<file path="config.mk">
export PLATFORM = sky130hd
export DESIGN_NAME = trng_word_reader
export DESIGN_NICKNAME = d
export VERILOG_FILES = /design/src/rtl/trng_word_reader.sv
export SDC_FILE = /design/constraint.sdc
export NUM_CORES = 1
export LEC_CHECK = 0
export ABC_AREA = 1
export CAP_MARGIN = 5
export CORE_ASPECT_RATIO = 1.75
export CORE_MARGIN = 2
export CORE_UTILIZATION = 45
export CTS_CLUSTER_DIAMETER = 100
export DETAILED_ROUTE_END_ITERATION = 10
export PLACE_DENSITY = 0.68
export SETUP_SLACK_MARGIN = 0.05
export SYNTH_ARGS = -nofsm -noshare
export SYNTH_HDL_FRONTEND = slang
export SYNTH_SLANG_ARGS = --single-unit
export TNS_END_PERCENT = 1
</file>
<file path="constraint.sdc">
create_clock -name clk -period 5.8 [get_ports clk]
set_input_delay 0.87 -clock clk [delete_from_list [all_inputs] [get_ports clk]]
set_output_delay 0.87 -clock clk [all_outputs]
set_load 0.02 [all_outputs]
</file>
<file path="src/rtl/trng_word_reader.sv">
`default_nettype none
// ============================================================================
// Module   : trng_word_reader
// Purpose  : Counts TRNG processed-bit strobes, snapshots each completed
//            32-bit shift-register word into a show-ahead FIFO, and serves
//            words on a valid/ready port with a sticky overflow flag.
// Revision : 1.0 - initial release
// ============================================================================
module trng_word_reader #(
    parameter int WORD_W     = 32,
    parameter int FIFO_DEPTH = 4,
    parameter int ADDR_W     = 2
) (
    input  logic              clk,
    input  logic              rst,
    input  logic              enable,
    input  logic              processed_bit_valid,
    input  logic [WORD_W-1:0] shift_reg,
    input  logic              rd_ready,
    input  logic              clear_overflow,
    output logic              rd_valid,
    output logic [WORD_W-1:0] rd_data,
    output logic [ADDR_W:0]   fifo_level,
    output logic [5:0]        bits_pending,
    output logic              overflow
);

    localparam int              C_LAST_INT   = WORD_W - 1;
    localparam logic [5:0]      C_LAST_BIT   = C_LAST_INT[5:0];
    localparam logic [ADDR_W:0] C_FULL_LEVEL = FIFO_DEPTH[ADDR_W:0];
    localparam logic [ADDR_W:0] C_LEVEL_ONE  = 1;
    localparam logic [ADDR_W-1:0] C_PTR_ONE  = 1;

    logic [5:0]        cnt_q,    cnt_d;
    logic              cap_q,    cap_d;
    logic [ADDR_W-1:0] wr_ptr_q, wr_ptr_d;
    logic [ADDR_W-1:0] rd_ptr_q, rd_ptr_d;
    logic [ADDR_W:0]   level_q,  level_d;
    logic              ovf_q,    ovf_d;
    logic [WORD_W-1:0] mem_q [FIFO_DEPTH];

    logic w_full;
    logic w_pop;
    logic w_push;
    logic w_drop;

    assign rd_valid = (level_q != '0);
    assign rd_data  = rd_valid ? mem_q[rd_ptr_q] : '0;

    assign w_full = (level_q == C_FULL_LEVEL);
    assign w_pop  = rd_valid & rd_ready;
    // A same-cycle pop frees the head slot, so a full FIFO can still accept.
    assign w_push = cap_q & (~w_full | w_pop);
    assign w_drop = cap_q & w_full & ~w_pop;

    always_comb begin
        cnt_d    = cnt_q;
        cap_d    = 1'b0;
        wr_ptr_d = wr_ptr_q;
        rd_ptr_d = rd_ptr_q;
        level_d  = level_q;
        ovf_d    = ovf_q;

        if (!enable) begin
            cnt_d = '0;
        end else if (processed_bit_valid) begin
            if (cnt_q == C_LAST_BIT) begin
                cnt_d = '0;
                cap_d = 1'b1;
            end else begin
                cnt_d = cnt_q + 6'd1;
            end
        end

        if (w_push) begin
            wr_ptr_d = wr_ptr_q + C_PTR_ONE;
        end
        if (w_pop) begin
            rd_ptr_d = rd_ptr_q + C_PTR_ONE;
        end
        if (w_push && !w_pop) begin
            level_d = level_q + C_LEVEL_ONE;
        end else if (w_pop && !w_push) begin
            level_d = level_q - C_LEVEL_ONE;
        end

        // A drop in the same cycle as a clear request must leave the flag set.
        if (w_drop) begin
            ovf_d = 1'b1;
        end else if (clear_overflow) begin
            ovf_d = 1'b0;
        end
    end

    always_ff @(posedge clk or posedge rst) begin
        if (rst) begin
            cnt_q    <= '0;
            cap_q    <= 1'b0;
            wr_ptr_q <= '0;
            rd_ptr_q <= '0;
            level_q  <= '0;
            ovf_q    <= 1'b0;
        end else begin
            cnt_q    <= cnt_d;
            cap_q    <= cap_d;
            wr_ptr_q <= wr_ptr_d;
            rd_ptr_q <= rd_ptr_d;
            level_q  <= level_d;
            ovf_q    <= ovf_d;
        end
    end

    // Storage needs no reset: entries are only visible through a valid level.
    always_ff @(posedge clk) begin
        if (w_push) begin
            mem_q[wr_ptr_q] <= shift_reg;
        end
    end

    assign fifo_level   = level_q;
    assign bits_pending = cnt_q;
    assign overflow     = ovf_q;

endmodule
`default_nettype wire

</file>
==> results.txt <==
result of the run: finished clean
Leakage: 0.00255 uW
met2 WL post-DR: 6.68 mm
final hold slack: 0.549 ns
total number of nets in the final design: 605
commonest cells after routing, fill and taps aside: nor2_1, edfxtp_1, clkdlybuf4s50_1
number of synthesized register bits: 143
Starting DRT DRC Count: 318
IR Drop Worst-Case VDD: 0.286 mV
Die H: 154 um
Via Count: 3,768
# H-tree levels: 4
final worst clock skew: 0.00765 ns
via count of the first global-routing pass: 3,886
critical path startpoint category: register
total of max-cap violations: 0
Post-Synthesis Mean Instance Area: 12.0 um^2
Gates resized, CTS repair: 0
final worst-path setup slack: 2.02 ns
die width: 89.6 um
CP max FO: 32
clk root buf: clkbuf_16
Crit path arrival time: 2.91 ns
main combinational cell family by area after synthesis: simple AND/OR/NAND/NOR gates
wire length of the first global-routing pass: 19.1 mm
fraction of final layout cells sized beyond drive strength 1: 7.16%
number of max-slew violations in the final report: 0
# hold bufs at CTS: 0
sequential cell area: 4220 um^2
Routability Congestion: 0.781
floorplan die area: 13,800 um^2
clock insertion delay at the later pin of the skew report: 0.41 ns
Total GRT Usage: 18.7%
setup fix buffers added after clock tree synthesis: 0
number of vias per cell: 5.09
routed length per instance: 16.2 um
Slew HR: 16.4%
required time of the critical path: 4.93 ns
Adder-Cell Fraction of Synth Area: 1.65%
clock slew at reported path FFs: 0.06 ns
ordered cell list for the critical path: nor2_1 -> nand2_1 -> inv_1 -> a21oi_1 -> clkdlybuf4s50_1
compound-gate portion of the synthesized area: 9.19%
multiplexer share of the synthesized area: 0%
largest net degree at the start of global routing: 67
count of final setup violators: 0
unrepaired setup endpoints after global routing: false
Fmax achieved: 265 MHz
CP max stage cell: inv_1
final worst path period need: 3.78 ns
initial cell density of the core: 46.2%
worst path bufs/invs: 2
uppermost signal routing layer after detailed routing: met4
final-layout fill cell count: 997
Placement Rows: 54
TritonRoute pass-1 iters: 4
routed metal-1 wirelength: 4.58 mm
slew at the pin closest to its max-slew limit: 1.25 ns
area occupied by multi-input gates: 1360 um^2
classification of the worst setup path: reg2out
count of mapped cells out of synthesis: 482
number of antenna violations at the first check in global routing: 0
post-synth cell types: 20
core outline area: 12,500 um^2
fin crit share: 65.1%
Synth Area in Simple Gates: 11.7%
yosys warns: 0
total detailed-routing wirelength: 12.0 mm
overall overflow remaining after global route: 0
clock tree from TritonCTS: built
Final Hold Vio Count: 0
worst stage delay on the critical path: 0.93 ns
layout overhead on the synthesized area: 26.0%
Bufs on Longest Clock Path: 2
cell family with the largest share of critical-path delay: buffers and inverters
Antenna Nets Post-Route: 0
setup_tns: 0 ns
Detailed Place HPWL: 6.96 mm
endpoint kind of the worst setup timing path: output pin
clk sinks: 143
clock buffer count from CTS: 17
post-synthesis xor/xnor area fraction: 0.455%
setup slack at placement: 2.43 ns
leading cell type in the layout, fill and taps excluded: nor2_1
power density normalized to cell area: 491 nW/um^2
antenna fix cells: 0
post-synthesis instance area: 5770 um^2
Routed met3 length: 649 um
sequential-to-total area share from yosys stat: 73.1%
Post-Synthesis Net Count: 527
number of I/O pins: 81
type of the most critical hold path: reg2reg
DRC errors left: 0
number of I/O port buffers: 80
synth_stat cells (all sizes together):
| master | instances | area (um^2) |
|---|---|---|
| dfrtp | 15 | 375 |
| xnor2 | 1 | 8.76 |
| fa | 1 | 20.0 |
| ha | 6 | 75.1 |
| nand3 | 9 | 45.0 |
| nand2 | 23 | 86.3 |
| xor2 | 2 | 17.5 |
| nor2 | 142 | 533 |
| clkbuf | 6 | 26.3 |
| edfxtp | 128 | 3840 |
| inv | 23 | 86.3 |
| a21oi | 36 | 180 |
| o21ai | 70 | 350 |
| buf | 18 | 113 |
| nand4 | 2 | 12.5 |
power breakdown:
| group | switching, uW | internal (uW) | leakage [uW] | total, uW |
|---|---|---|---|---|
| logic | 818 | 559 | 0.000936 | 1380 |
| registers | 17.7 | 1140 | 0.00134 | 1160 |
| clock network | 433 | 603 | 0.000274 | 1040 |
| total | 1270 | 2300 | 0.00255 | 3570 |
per-stage QoR:
stage / utilization [%] / cell area [um^2] / instances / power (uW)
floorplan: - / 5770 / 482 / 2040
global placement: 53.6 / 6700 / 709 / 2550
detailed placement: 53.6 / 6700 / 709 / 2570
CTS: 58.2 / 7270 / 741 / 3610
global route: 58.2 / 7270 / 741 / 3780
finish: 58.2 / 7270 / 741 / 3570
state kept, by name, indices dropped and copies added, names as in the netlist:
register / flops
mem_q: 128
bits_pending: 6
fifo_level: 3
rd_ptr_q: 2
wr_ptr_q: 2
cap_q: 1
overflow: 1
kinds of logic after synthesis:
group	Yosys count
buffers and inverters	47
DFF	143
AOI/OAI and AO/OA	106
xor gates and xnor gates	3
and+or+nand+nor	176
adders and majority gates	7
metal layers:
layer / up-vias / track usage [%]
met5: - / 0
met4: 0 / 7.11
met3: 8 / 6.23
met2: 102 / 31.2
met1: 1826 / 21.9
li1: 1832 / -
final timing paths:
check	from	to	slack, ns	cells after the start
min in group asynchronous	rst	fifo_level[0]	0.82	2
max in group asynchronous	rst	rd_ptr_q[0]	4.57	2
worst max register to register	fifo_level[0]	fifo_level[1]	3.58	9
worst min-delay path	cap_q	overflow	0.55	2
worst min register to register	cap_q	overflow	0.55	2
worst max-delay path	fifo_level[0]	rd_data[0]	2.02	5
area by class of cell:
| cell class | instances | area share [%] |
|---|---|---|
| Clock buffer | 17 | 5.85 |
| Inverter | 23 | 1.19 |
| Multi-Input combinational cell | 292 | 18.7 |
| Clock inverter | 15 | 2.03 |
| Timing Repair Buffer | 83 | 11.3 |
| Sequential cell | 143 | 58.0 |
| Tap cell | 168 | 2.89 |
worst register-to-register path: stages, from the launching register on:
cell and delay (ns):
dfrtp_1 0.43, nor2_1 0.21, nand2_1 0.07, nand2_1 0.35, inv_1 0.14, ha_1 0.24, inv_1 0.08, fa_1 0.41
nand2_1 0.07, o21ai_0 0.08
Power figures use the tool's default switching activity.
